==> src/rtl/ps2_kb_pkg.sv <==
// Shared types, scancode constants and the action decode table for the PS/2 key tracker.
// Covers scancode set 2 prefixes and the six game actions.
package ps2_kb_pkg;

  typedef enum logic [2:0] {
    IDLE,
    EXT,
    BRK,
    EXT_BRK,
    SKIP
  } state_t;

  localparam logic [7:0] SC_EXT   = 8'hE0;
  localparam logic [7:0] SC_BRK   = 8'hF0;
  localparam logic [7:0] SC_PAUSE = 8'hE1;

  localparam logic [7:0] SC_LEFT  = 8'h6B;
  localparam logic [7:0] SC_RIGHT = 8'h74;
  localparam logic [7:0] SC_UP    = 8'h75;
  localparam logic [7:0] SC_DOWN  = 8'h72;
  localparam logic [7:0] SC_JUMP  = 8'h29;
  localparam logic [7:0] SC_START = 8'h5A;

  localparam logic [2:0] ACT_LEFT  = 3'd0;
  localparam logic [2:0] ACT_RIGHT = 3'd1;
  localparam logic [2:0] ACT_UP    = 3'd2;
  localparam logic [2:0] ACT_DOWN  = 3'd3;
  localparam logic [2:0] ACT_JUMP  = 3'd4;
  localparam logic [2:0] ACT_START = 3'd5;

  localparam int unsigned NUM_ACT = 6;

  // E1 is followed by seven more bytes in the make-only pause sequence.
  localparam logic [2:0] PAUSE_SKIP = 3'd7;

  typedef struct packed {
    logic       brk;
    logic [2:0] act;
  } evt_t;

  typedef struct packed {
    logic       hit;
    logic [2:0] act;
  } dec_t;

  function automatic dec_t decode_key(input logic [7:0] code, input logic ext);
    dec_t d;
    d.hit = 1'b1;
    d.act = ACT_LEFT;
    if (ext) begin
      case (code)
        SC_LEFT:  d.act = ACT_LEFT;
        SC_RIGHT: d.act = ACT_RIGHT;
        SC_UP:    d.act = ACT_UP;
        SC_DOWN:  d.act = ACT_DOWN;
        default:  d.hit = 1'b0;
      endcase
    end else begin
      case (code)
        SC_JUMP:  d.act = ACT_JUMP;
        SC_START: d.act = ACT_START;
        default:  d.hit = 1'b0;
      endcase
    end
    return d;
  endfunction

endpackage

==> src/rtl/ps2_evt_fifo.sv <==
// First-word-fall-through event FIFO; a push into a full FIFO only lands if a pop
// happens in the same cycle. Read data reads as zero while empty.
module ps2_evt_fifo #(
  parameter int unsigned DEPTH = 4,
  parameter int unsigned WIDTH = 4
) (
  input  logic             CLK,
  input  logic             RST,
  input  logic             push,
  input  logic             pop,
  input  logic [WIDTH-1:0] wdata,
  output logic [WIDTH-1:0] rdata,
  output logic             full,
  output logic             empty
);

  localparam int unsigned AW = (DEPTH > 1) ? $clog2(DEPTH) : 1;

  logic [WIDTH-1:0] mem_q [DEPTH];
  logic [AW-1:0]    wr_q, wr_d;
  logic [AW-1:0]    rd_q, rd_d;
  logic [AW:0]      cnt_q, cnt_d;
  logic             do_push, do_pop;

  always_comb begin
    empty   = (cnt_q == '0);
    full    = (cnt_q == (AW + 1)'(DEPTH));
    do_pop  = pop & ~empty;
    do_push = push & (~full | do_pop);
    rdata   = empty ? '0 : mem_q[rd_q];

    wr_d  = wr_q;
    rd_d  = rd_q;
    cnt_d = cnt_q;
    // Depth is a power of two, so pointer overflow is the modulo wrap.
    if (do_push) wr_d = wr_q + 1'b1;
    if (do_pop)  rd_d = rd_q + 1'b1;
    case ({do_push, do_pop})
      2'b10:   cnt_d = cnt_q + 1'b1;
      2'b01:   cnt_d = cnt_q - 1'b1;
      default: cnt_d = cnt_q;
    endcase
  end

  always_ff @(posedge CLK or posedge RST) begin
    if (RST) begin
      wr_q  <= '0;
      rd_q  <= '0;
      cnt_q <= '0;
    end else begin
      wr_q  <= wr_d;
      rd_q  <= rd_d;
      cnt_q <= cnt_d;
    end
  end

  always_ff @(posedge CLK) begin
    if (do_push) mem_q[wr_q] <= wdata;
  end

endmodule

==> src/rtl/ps2_key_tracker.sv <==
// Turns the PS/2 set-2 byte stream into held-key state for six game actions and a
// deduplicated make/break event stream with a sticky overflow flag.
module ps2_key_tracker
  import ps2_kb_pkg::*;
#(
  parameter int unsigned FIFO_DEPTH  = 4,
  parameter int unsigned TIMEOUT_CYC = 500000
) (
  input  logic       CLK,
  input  logic       RST,
  input  logic       key_press,
  input  logic [7:0] CODEWORD,
  input  logic       evt_ready,
  input  logic       ovf_clr,
  output logic [5:0] held,
  output logic       evt_valid,
  output logic [3:0] evt_data,
  output logic       overflow
);

  localparam int unsigned TW = (TIMEOUT_CYC > 2) ? $clog2(TIMEOUT_CYC) : 1;
  localparam logic [TW-1:0] TIMER_LAST = TW'(TIMEOUT_CYC - 1);

  state_t      state_q, state_d;
  logic [2:0]  skip_q, skip_d;
  logic [TW-1:0] timer_q, timer_d;
  logic [5:0]  held_q, held_d;
  logic        ovf_q, ovf_d;

  logic        dec_en, dec_ext, dec_brk;
  dec_t        dec;
  evt_t        evt_in;
  logic        push, pop, drop;
  logic        fifo_full, fifo_empty;
  logic [3:0]  fifo_rdata;

  // Prefix FSM and timeout; only key_press cycles advance it, except the timeout.
  always_comb begin
    state_d = state_q;
    skip_d  = skip_q;
    timer_d = timer_q;
    dec_en  = 1'b0;
    dec_ext = 1'b0;
    dec_brk = 1'b0;

    if (key_press) begin
      timer_d = '0;
      case (state_q)
        IDLE: begin
          if (CODEWORD == SC_EXT) begin
            state_d = EXT;
          end else if (CODEWORD == SC_BRK) begin
            state_d = BRK;
          end else if (CODEWORD == SC_PAUSE) begin
            state_d = SKIP;
            skip_d  = PAUSE_SKIP;
          end else begin
            dec_en = 1'b1;
          end
        end
        EXT: begin
          if (CODEWORD == SC_BRK) begin
            state_d = EXT_BRK;
          end else if (CODEWORD != SC_EXT) begin
            dec_en  = 1'b1;
            dec_ext = 1'b1;
            state_d = IDLE;
          end
        end
        BRK: begin
          dec_en  = 1'b1;
          dec_brk = 1'b1;
          state_d = IDLE;
        end
        EXT_BRK: begin
          dec_en  = 1'b1;
          dec_ext = 1'b1;
          dec_brk = 1'b1;
          state_d = IDLE;
        end
        SKIP: begin
          skip_d = skip_q - 1'b1;
          if (skip_q == 3'd1) state_d = IDLE;
        end
        default: state_d = IDLE;
      endcase
    end else if (state_q != IDLE) begin
      if (timer_q == TIMER_LAST) begin
        state_d = IDLE;
        timer_d = '0;
      end else begin
        timer_d = timer_q + 1'b1;
      end
    end else begin
      timer_d = '0;
    end
  end

  // Held-state update and event generation; repeats and stray breaks are swallowed.
  always_comb begin
    dec        = decode_key(CODEWORD, dec_ext);
    held_d     = held_q;
    push       = 1'b0;
    evt_in.brk = dec_brk;
    evt_in.act = dec.act;
    if (dec_en && dec.hit) begin
      if (!dec_brk && !held_q[dec.act]) begin
        held_d[dec.act] = 1'b1;
        push            = 1'b1;
      end else if (dec_brk && held_q[dec.act]) begin
        held_d[dec.act] = 1'b0;
        push            = 1'b1;
      end
    end
  end

  always_comb begin
    pop   = ~fifo_empty & evt_ready;
    drop  = push & fifo_full & ~pop;
    ovf_d = ovf_q;
    if (ovf_clr) ovf_d = 1'b0;
    if (drop)    ovf_d = 1'b1;
  end

  always_ff @(posedge CLK or posedge RST) begin
    if (RST) begin
      state_q <= IDLE;
      skip_q  <= '0;
      timer_q <= '0;
      held_q  <= '0;
      ovf_q   <= 1'b0;
    end else begin
      state_q <= state_d;
      skip_q  <= skip_d;
      timer_q <= timer_d;
      held_q  <= held_d;
      ovf_q   <= ovf_d;
    end
  end

  ps2_evt_fifo #(
    .DEPTH (FIFO_DEPTH),
    .WIDTH ($bits(evt_t))
  ) u_fifo (
    .CLK   (CLK),
    .RST   (RST),
    .push  (push),
    .pop   (pop),
    .wdata (evt_in),
    .rdata (fifo_rdata),
    .full  (fifo_full),
    .empty (fifo_empty)
  );

  assign held      = held_q;
  assign evt_valid = ~fifo_empty;
  assign evt_data  = fifo_rdata;
  assign overflow  = ovf_q;

endmodule

==> config.mk <==
export PLATFORM = sky130hd
export DESIGN_NAME = ps2_key_tracker
export DESIGN_NICKNAME = d
export VERILOG_FILES = /design/src/rtl/ps2_kb_pkg.sv /design/src/rtl/ps2_evt_fifo.sv /design/src/rtl/ps2_key_tracker.sv
export SDC_FILE = /design/constraint.sdc
export NUM_CORES = 1
export LEC_CHECK = 0
export BUFFER_PORTS_ARGS = -buffer_cell sky130_fd_sc_hd__buf_2
export CORE_MARGIN = 1
export CORE_UTILIZATION = 38
export CTS_CLUSTER_SIZE = 14
export DETAILED_ROUTE_END_ITERATION = 16
export GPL_TIMING_DRIVEN = 1
export PLACE_DENSITY_LB_ADDON = 0.25
export SLEW_MARGIN = 20
export SYNTH_ARGS = -nofsm -noshare
export SYNTH_HDL_FRONTEND = slang
export SYNTH_HIERARCHICAL = 1
export SYNTH_SLANG_ARGS = --single-unit
==> constraint.sdc <==
create_clock -name CLK -period 9.35 [get_ports CLK]
set_input_delay 0 -clock CLK [delete_from_list [all_inputs] [get_ports CLK]]
set_output_delay 0 -clock CLK [all_outputs]
set_load 0.05 [all_outputs]
==> results of run 1 <==
cells in the final DEF (no fill, tap or decap), types with 6 or more instances in the layout:
cell	Yosys	routed
and2_1	6	6
buf_2	5	24
dfrtp_1	39	39
edfxtp_1	16	16
ha_1	8	8
inv_1	19	19
nand2_1	23	23
nand3_1	14	14
nor2_1	34	34
nor3_1	11	11
o21ai_0	6	6
xnor2_1	8	8
xor2_1	14	14
area by class of cell:
cell class | instances | area share
clock buffers | 5 | 0.0199
clock inverters | 3 | 0.00542
inverters | 19 | 0.0206
multi-input cells | 220 | 0.451
flip-flops and latches | 55 | 0.421
well taps | 102 | 0.0369
repair buffers | 28 | 0.0456
cell families after synthesis:
kind of cell             Yosys count  share of synthesized area
adder cells (fa/ha/maj)            9                     0.0381
XOR/XNOR                          22                     0.0611
flip-flops                        55                      0.462
AND/OR/NAND/NOR                  138                      0.245
multiplexers                      14                     0.0647
buffers and inverters             32                     0.0448
AO/OA/AOI/OAI                     37                     0.0845
worst max-delay path, cell delays in order, from the launching register on:
cell and delay (ns):
dfrtp_1 0.49, and2b_1 0.31, nand2_1 0.12, or2_1 0.36, mux2i_1 0.17, ha_1 0.39, a311o_1 0.37, nor2_1 0.54
or2_2 0.23, fa_1 0.18, nand2_1 0.06, or4_2 0.56, nand3_1 0.11
report_power, final:
group / total [mW] / switching, mW / internal (mW)
logic: 0.0832 / 0.0520 / 0.0312
registers: 0.277 / 0.0163 / 0.260
clock network: 0.131 / 0.0787 / 0.0526
total: 0.491 / 0.147 / 0.344
through the flow:
step | util | setup slack (ns) | instance area [um2] | power (mW) | std cells
2_1_floorplan | - | 6.15 | 3150 | 0.342 | 307
3_3_place_gp | 0.423 | 5.56 | 3340 | 0.362 | 421
3_5_place_dp | 0.424 | 5.43 | 3340 | 0.364 | 421
4_1_cts | 0.439 | 5.42 | 3460 | 0.498 | 432
5_1_grt | 0.439 | 5.15 | 3460 | 0.523 | 432
6_report | 0.439 | 5.40 | 3460 | 0.491 | 432
per-layer routing:
layer	routed length (um)	part of all wire	global-route usage	vias up
met3	134	0.021	0.0317	6
met1	2970	0.47	0.207	1122
met2	3110	0.49	0.263	23
li1	-	-	-	1129
met5	0	0	0	-
met4	70	0.011	0.0372	0
worst max-delay path by stage:
stage / from / to / slack (ns) / depth (start not counted)
finish: state_q[2] / u_fifo/cnt_q[2] / 5.40 / 12
detailed placement: state_q[2] / u_fifo/cnt_q[2] / 5.43 / 12
global placement: state_q[2] / u_fifo/cnt_q[2] / 5.56 / 12
floorplan: state_q[1] / u_fifo/cnt_q[2] / 6.15 / 14
CTS: state_q[2] / u_fifo/cnt_q[2] / 5.42 / 12
global route: state_q[2] / u_fifo/cnt_q[2] / 5.15 / 12
what timing repair did:
item / 4_1_cts / 5_1_grt
setup endpoints to repair: 0 / 0
hold buffers: 3 / 0
hold endpoints to repair: 42 / 0
==> impl_results.md, run 1 <==
- Ant. Diodes: 0
- Area share of the largest cell type after synthesis: 0.309
- Pre-antenna DRT Iters: 5
- Origin of the critical flop-to-flop path: state_q[2]
- Fin crit share: 0.422
- PD cells: roughly 140 nW/um2
- FF+latch area: 1460 um2
- Hold path depth: 4
- Vias in the first global route: 2,245
- Detail Route Antenna Nets: 0
- Finish-stage setup viols: 0
- Hold Crit Start: CODEWORD[4]
- Syn Std Cell Area: 3150 um2
- Die height: 93.1 um
- Die Width: between 90 and 100 um
- GPL Wtd Cong: 0.826
- Gr usage total: 0.157
- Post-layout min period: around 3.9 ns
- Total number of vias: 2,280
- Final setup TNS: 0 ns
- Syn Nets: approximately 330
- Maxcap violations: 0
- Post-synthesis register bit count: 55
- Die Area: 8670 um2
- H-tree levels: 2
- Post-synthesis area per instance: 10.3 um2
- R2R Setup Slk: around 5.4 ns
- CTS sink cnt: 55
- Post-Synthesis Cells: around 310
- Via-per-instance ratio: 5.28
- Clk Latency, worst-skew pair: 0.31 ns
- Slew margin rel.: 0.446
- Residual DRC: 0
- Core Area: 7890 um2
- Critical path capture point type: flop
- Area contributors post-synth: dfrtp_1 31%, edfxtp_1 15%, nor2_1 4.0%, xor2_1 3.9%, ha_1 3.2%
- Detailed placement HPWL: between 4000 and 5000 um
- Critical Path RT: around 9.6 ns
- Commonest cells post-synth: 39 x dfrtp_1, 34 x nor2_1, 23 x nand2_1
- Initial antenna violation count: 0
- Reg2Reg Depth: 12
- Fin. Hold Viols: 0
- Slew Limit Fails: 0
- CTS Buf Count: 5
- Count leader, synth: dfrtp_1
- Worst Skew: 0.0170 ns
- Status: complete, no violations
- Worst VDD drop: 0.0760 mV
- Post-synth EDFFs: 16
- Yosys top cell by area: dfrtp_1
- Ys async rst share: 0.709
- Boundary Pins: 25
- Sequential share of the synthesized area: 0.462
- Hold Crit Class: in2reg
- Fillcell total: 781
- Total wire length: 6280 um
- Initial Util: 0.400
- Maximum net fanout on the critical path: 11
- Routed len/inst: 14.5 um
- Pin count of the biggest net entering global routing: 33
- Syn. warnings: 6
- Main flop type after synthesis: dfrtp_1
- Area growth from synthesis to layout: 9.72%
- Worst hold margin: around 0.16 ns
- Layout cells sized above 1: 0.176
- Synth unique cells: 62
- FF-to-FF End: u_fifo/cnt_q[2]
- Fmax: 253 MHz
- WS Path Type: reg2reg
- Setup bufs post-CTS: 0
- CTS tree: built
- First-pass GRT wire length: 10,900 um
- Static Leak: 1.46 nW
- Initial DRC Count: around 110
- Critical Path Source Type: flop
- Multi-input gate area: between 1500 and 2000 um2
- Rows: 32
- IO buf count: 24
- WP data arrival: 4.19 ns
- Root Buffer: clkbuf_8
- Clock transition at the registers of the reported paths: approximately 0.10 ns
- Final net count: 351
- Post-cts resize count: 0
- WHS Endpoint: state_q[1]
- RSZ-0062 raised after global routing: false
- Clock buffer depth: 2
- Worst-margin pin slew: 0.825 ns
- Grt total ovfl: 0
Note: power is estimated with default switching activity, not from simulation.
==> run 2, diff against run 1 <==
==> constraint.sdc (replaced) <==
create_clock -name CLK -period 3.7 [get_ports CLK]
set_input_delay 0 -clock CLK [delete_from_list [all_inputs] [get_ports CLK]]
set_output_delay 0 -clock CLK [all_outputs]
set_load 0.05 [all_outputs]
==> impl_results.md, run 2 (same netlist as run 1, synthesis figures left out) <==
- Rows: 32
- Final net count: 354
- Initial DRC Count: between 90 and 100
- Ant. Diodes: 0
- RSZ-0062 raised after global routing: false
- Die height: 93.1 um
- Root Buffer: clkbuf_8
- IO buf count: 24
- Post-layout min period: roughly 3.3 ns
- First-pass GRT wire length: 10,600 um
- Met3 WL: 155 um
- Fin. Hold Viols: 0
- Gr usage total: 0.155
- PD cells: between 300 and 400 nW/um2
- Multi-input gate area: 1560 um2
- Routed len/inst: ~14 um
- Worst Skew: 0.00559 ns
- Top routing layer in use: met4
- Total number of vias: approximately 2,300
- Slew Limit Fails: 0
- Initial Util: 0.400
- Via-per-instance ratio: 5.21
- Die Width: 93.1 um
- FF-to-FF End: u_fifo/cnt_q[2]
- Worst-margin pin slew: 0.830 ns
- GPL Wtd Cong: 0.822
- WS Path Type: reg2reg
- Die Area: ~8700 um2
- CTS Buf Count: 5
- Worst VDD drop: 0.242 mV
- Total wire length: around 6000 um
- Finish-stage setup viols: 0
- Hold path depth: 3
- Status: complete, no violations
- FF+latch area: 1460 um2
- Pre-antenna DRT Iters: 4
- Slew margin rel.: 0.445
- Clock transition at the registers of the reported paths: 0.09 ns
- Maxcap violations: 0
- Grt total ovfl: 0
- Wl on met1: 2900 um
- Initial antenna violation count: 0
- Static Leak: 1.47 nW
- R2R Setup Slk: 0.37 ns
- Final setup TNS: 0 ns
- Core Area: 7890 um2
- Fmax: 300 MHz
- Layout cells sized above 1: 0.180
- Crit-path most repeated cell: nand2_1
- Final Non-Filler Cells: 435
- Crit-path slowest cell: or4_2
- Origin of the critical flop-to-flop path: state_q[2]
- Pin count of the biggest net entering global routing: 33
- Clock buffer depth: 2
- Boundary Pins: 25
- Hold Crit Class: in2reg
- WHS Endpoint: overflow
- Residual DRC: 0
- Vias in the first global route: roughly 2,300
- Placed Instances: 425
- Fillcell total: approximately 750
- Critical Path Source Type: flop
- Hold Crit Start: ovf_clr
- Met2 wire length: 2990 um
- CTS tree: built
- Fin crit share: 0.900
- Clk Latency, worst-skew pair: 0.30 ns
- WP data arrival: between 3 and 4 ns
- Most common cell after layout, fill and taps aside: dfrtp_1
- Max stage delay on crit path: between 0.5 and 0.6 ns
- Detailed placement HPWL: around 4600 um
- Maximum net fanout on the critical path: 7
- CTS sink cnt: 55
- Setup bufs post-CTS: 0
- Critical path capture point type: flop
- Cell Chain, Critical Path: and2b_1, nand2_1, or2_1, mux2i_1, ha_1, a311o_1, nor2_1, or2_2, fa_1, nand2_1, or4_2, nand3_1
- Reg2Reg Depth: 12
- H-tree levels: 2
- Area growth from synthesis to layout: 10.4%
- Critical Path RT: just under 4 ns
- Most frequent cells in the layout: 39 x dfrtp_1, 34 x nor2_1, 24 x buf_2
- Detail Route Antenna Nets: 0
-- run 2: changes by cell type in the layout (fill, tap and decap cells not counted), sizes merged --
| cell | change |
|---|---|
| clkbuf | +2 |
| buf | +4 |
| dlygate4sd3 | -1 |
| inv | -1 |
| clkinvlp | -1 |
-- run 2: layout make-up --
class,count,area share
flip-flops and latches,55,0.418
inverters,19,0.0205
repair buffers,31,0.0510
multi-input cells,220,0.447
clock inverters,1,0.00144
clock buffers,7,0.0248
well taps,102,0.0367
-- run 2: power breakdown --
part | internal (mW) | switching, mW
Clock | 0.152 | 0.191
Sequential | 0.658 | 0.0278
Combinational | 0.0887 | 0.143
-- run 2: worst max-delay path by stage --
stage,cells after the start,slack (ns),end,startpoint
global placement,12,0.53,u_fifo/cnt_q[2],state_q[2]
floorplan,14,0.50,u_fifo/cnt_q[2],state_q[1]
finish,12,0.37,u_fifo/cnt_q[2],state_q[2]
detailed placement,12,0.38,u_fifo/cnt_q[2],state_q[2]
global route,12,0.18,u_fifo/cnt_q[2],state_q[2]
CTS,12,0.37,u_fifo/cnt_q[2],state_q[2]
-- run 2: layer usage --
metal,GRT usage,up-vias
met3,0.0317,8
met1,0.203,1092
met4,0.0526,0
li1,-,1134
met2,0.256,33
met5,0,-
-- run 2: through the flow --
step	hold WS [ns]	area (um2)	total power [mW]	setup WS [ns]	util
after global routing	0.0351	3480	1.33	0.181	0.441
final	0.0291	3480	1.26	0.369	0.441
after CTS	0.0193	3480	1.28	0.366	0.441
after global placement	-0.0281	3370	0.926	0.532	0.427
after floorplan	-0.197	3150	0.865	0.500	-
after detailed placement	-0.0309	3370	0.931	0.380	0.427
-- run 2: critical path, delay by kind of cell, from the launching register on --
family,cells,cell delay (ns)
AOI/OAI and AO/OA,1,0.37
DFF,1,0.38
adders and majority gates,2,0.57
and+or+nand+nor,8,1.78
muxes,1,0.18
-- run 2: repair_timing --
item	CTS	global route
hold endpoints to repair	41	0
resized for setup	0	0
hold buffers	2	0
==> run 3, diff against run 2 <==
--- a/config.mk
+++ b/config.mk
@@ -8,6 +8,7 @@
 export BUFFER_PORTS_ARGS = -buffer_cell sky130_fd_sc_hd__buf_2
 export CORE_MARGIN = 1
 export CORE_UTILIZATION = 38
+export CTS_BUF_LIST = sky130_fd_sc_hd__clkbuf_16
 export CTS_CLUSTER_SIZE = 14
 export DETAILED_ROUTE_END_ITERATION = 16
 export GPL_TIMING_DRIVEN = 1
==> impl_results.md, run 3 (same netlist as run 1, synthesis figures left out) <==
- Fin. Hold Viols: 0
- Clock group share of total power: 0.328
- Clock transition at the registers of the reported paths: 0.07 ns
- Maxcap violations: 0
- Final worst setup slack: around 0.37 ns
- Initial antenna violation count: 0
- Slew Limit Fails: 0
- CTS tree: built
- Gr usage total: 0.156
- Critical Path Source Type: flop
- Most frequent cells in the layout: 39 x dfrtp_1, 34 x nor2_1, 24 x buf_2
- Hold path depth: 3
- Core Area: 7890 um2
- CTS sink cnt: 55
- Cell Int Power: 993 uW
- RSZ-0062 raised after global routing: false
- Via-per-instance ratio: 5.28
- Post-cts resize count: 0
- H-tree levels: 2
- Pin count of the biggest net entering global routing: 33
- Met2 Usage GRT: 0.255
- Grt total ovfl: 0
- Hold Crit Start: ovf_clr
- Gr busiest metal: met2
- Reg2Reg Depth: 12
- Layout Cell Area excl Fill: between 3000 and 4000 um2
- Final net count: 354
- Fin crit share: 0.899
- Root Buffer: clkbuf_16
- Clk Latency, worst-skew pair: 0.28 ns
- Critical path capture point type: flop
- WP data arrival: 3.55 ns
- Grt met3 use: 0.0317
- Vias in the first global route: approximately 2,200
- Final setup TNS: 0 ns
- Clock buffer depth: 2
- Area post-placement: 3370 um2
- PD cells: roughly 390 nW/um2
- Slew margin rel.: 0.438
- Detail Route Antenna Nets: 0
- Reg power frac: 0.502
- Maximum net fanout on the critical path: 7
- Worst VDD drop: 0.242 mV
- Die height: 93.1 um
- Static Leak: 1.50 nW
- FF-to-FF End: u_fifo/cnt_q[2]
- Status: complete, no violations
- Ant. Diodes: 0
- Critical Path RT: 3.92 ns
- Origin of the critical flop-to-flop path: state_q[2]
- Finish-stage setup viols: 0
- Rows: 32
- WHS Endpoint: overflow
- Most common cell after layout, fill and taps aside: dfrtp_1
- Residual DRC: 0
- GPL Wtd Cong: between 0.8 and 0.9
- CTS Buf Count: 5
- Placed Instances: roughly 430
- Post-layout min period: 3.33 ns
- Detailed placement HPWL: between 4000 and 5000 um
- Sw Share: 0.273
- Final Non-Filler Cells: about 440
- Met1 GRT Util: 0.206
- Fmax: about 300 MHz
- WS Path Type: reg2reg
- P_sw: 373 uW
- Die Area: 8670 um2
- Area growth from synthesis to layout: 11.8%
- First-pass GRT wire length: 10,700 um
- Boundary Pins: 25
- Combinational share of power: 0.170
- Worst slack at placement: 0.380 ns
- Initial DRC Count: 111
- Routed len/inst: 14.2 um
- Total number of vias: 2,296
- Hold Crit Class: in2reg
- Worst-margin pin slew: about 0.84 ns
- Layout cells sized above 1: 0.177
- R2R Setup Slk: 0.37 ns
- Final Core Density: 0.447
- Pre-antenna DRT Iters: 4
- Total wire length: 6160 um
- IO buf count: 24
- Die Width: 93.1 um
- Initial Util: 0.400
- Worst Skew: 0.00300 ns
[run 3: timing repair]
action / in CTS / in global routing
hold buffers: 2 / 0
setup buffers: 0 / 0
hold endpoints to repair: 41 / 0
[run 3: critical path: stages (launching register included)]
cell and delay (ns):
dfrtp_1 0.37, and2b_1 0.27, nand2_1 0.12, or2_1 0.37, mux2i_1 0.18, ha_1 0.40, a311o_1 0.37, nor2_1 0.17
or2_2 0.14, fa_1 0.17, nand2_1 0.06, or4_2 0.56, nand3_1 0.10
[run 3: how the worst max path moves through the flow]
| stage | start | end | slack [ns] |
|---|---|---|---|
| final | state_q[2] | u_fifo/cnt_q[2] | 0.37 |
| after global placement | state_q[2] | u_fifo/cnt_q[2] | 0.53 |
| after global routing | state_q[2] | u_fifo/cnt_q[2] | 0.19 |
| after floorplan | state_q[1] | u_fifo/cnt_q[2] | 0.50 |
| after CTS | state_q[2] | u_fifo/cnt_q[2] | 0.37 |
| after detailed placement | state_q[2] | u_fifo/cnt_q[2] | 0.38 |
[run 3: cell type report]
type,count,area (um2)
well taps,102,128
flip-flops and latches,55,1460
multi-input cells,220,1560
clock buffers,5,125
clock inverters,3,12.5
repair buffers,31,178
fillers,744,4360
inverters,19,71.3
[run 3: routing by layer]
layer  share of wire  wire length [um]
met5               0                 0
met4           0.015                91
met3           0.026               159
met2            0.48              2960
met1            0.48              2950
[run 3: per-stage QoR]
| stage | hold slack, ns | total power [mW] |
|---|---|---|
| after CTS | 0.0548 | 1.38 |
| after detailed placement | -0.0309 | 0.931 |
| final | 0.0518 | 1.37 |
| after global routing | 0.0697 | 1.44 |
| after floorplan | -0.197 | 0.865 |
| after global placement | -0.0281 | 0.926 |
[run 3: power groups by stage]
stage	registers [mW]	logic [mW]	clock network, mW
global route	0.692	0.260	0.486
floorplan	0.699	0.167	0
detailed placement	0.699	0.232	0
finish	0.686	0.232	0.448
global placement	0.698	0.228	0
CTS	0.687	0.235	0.463
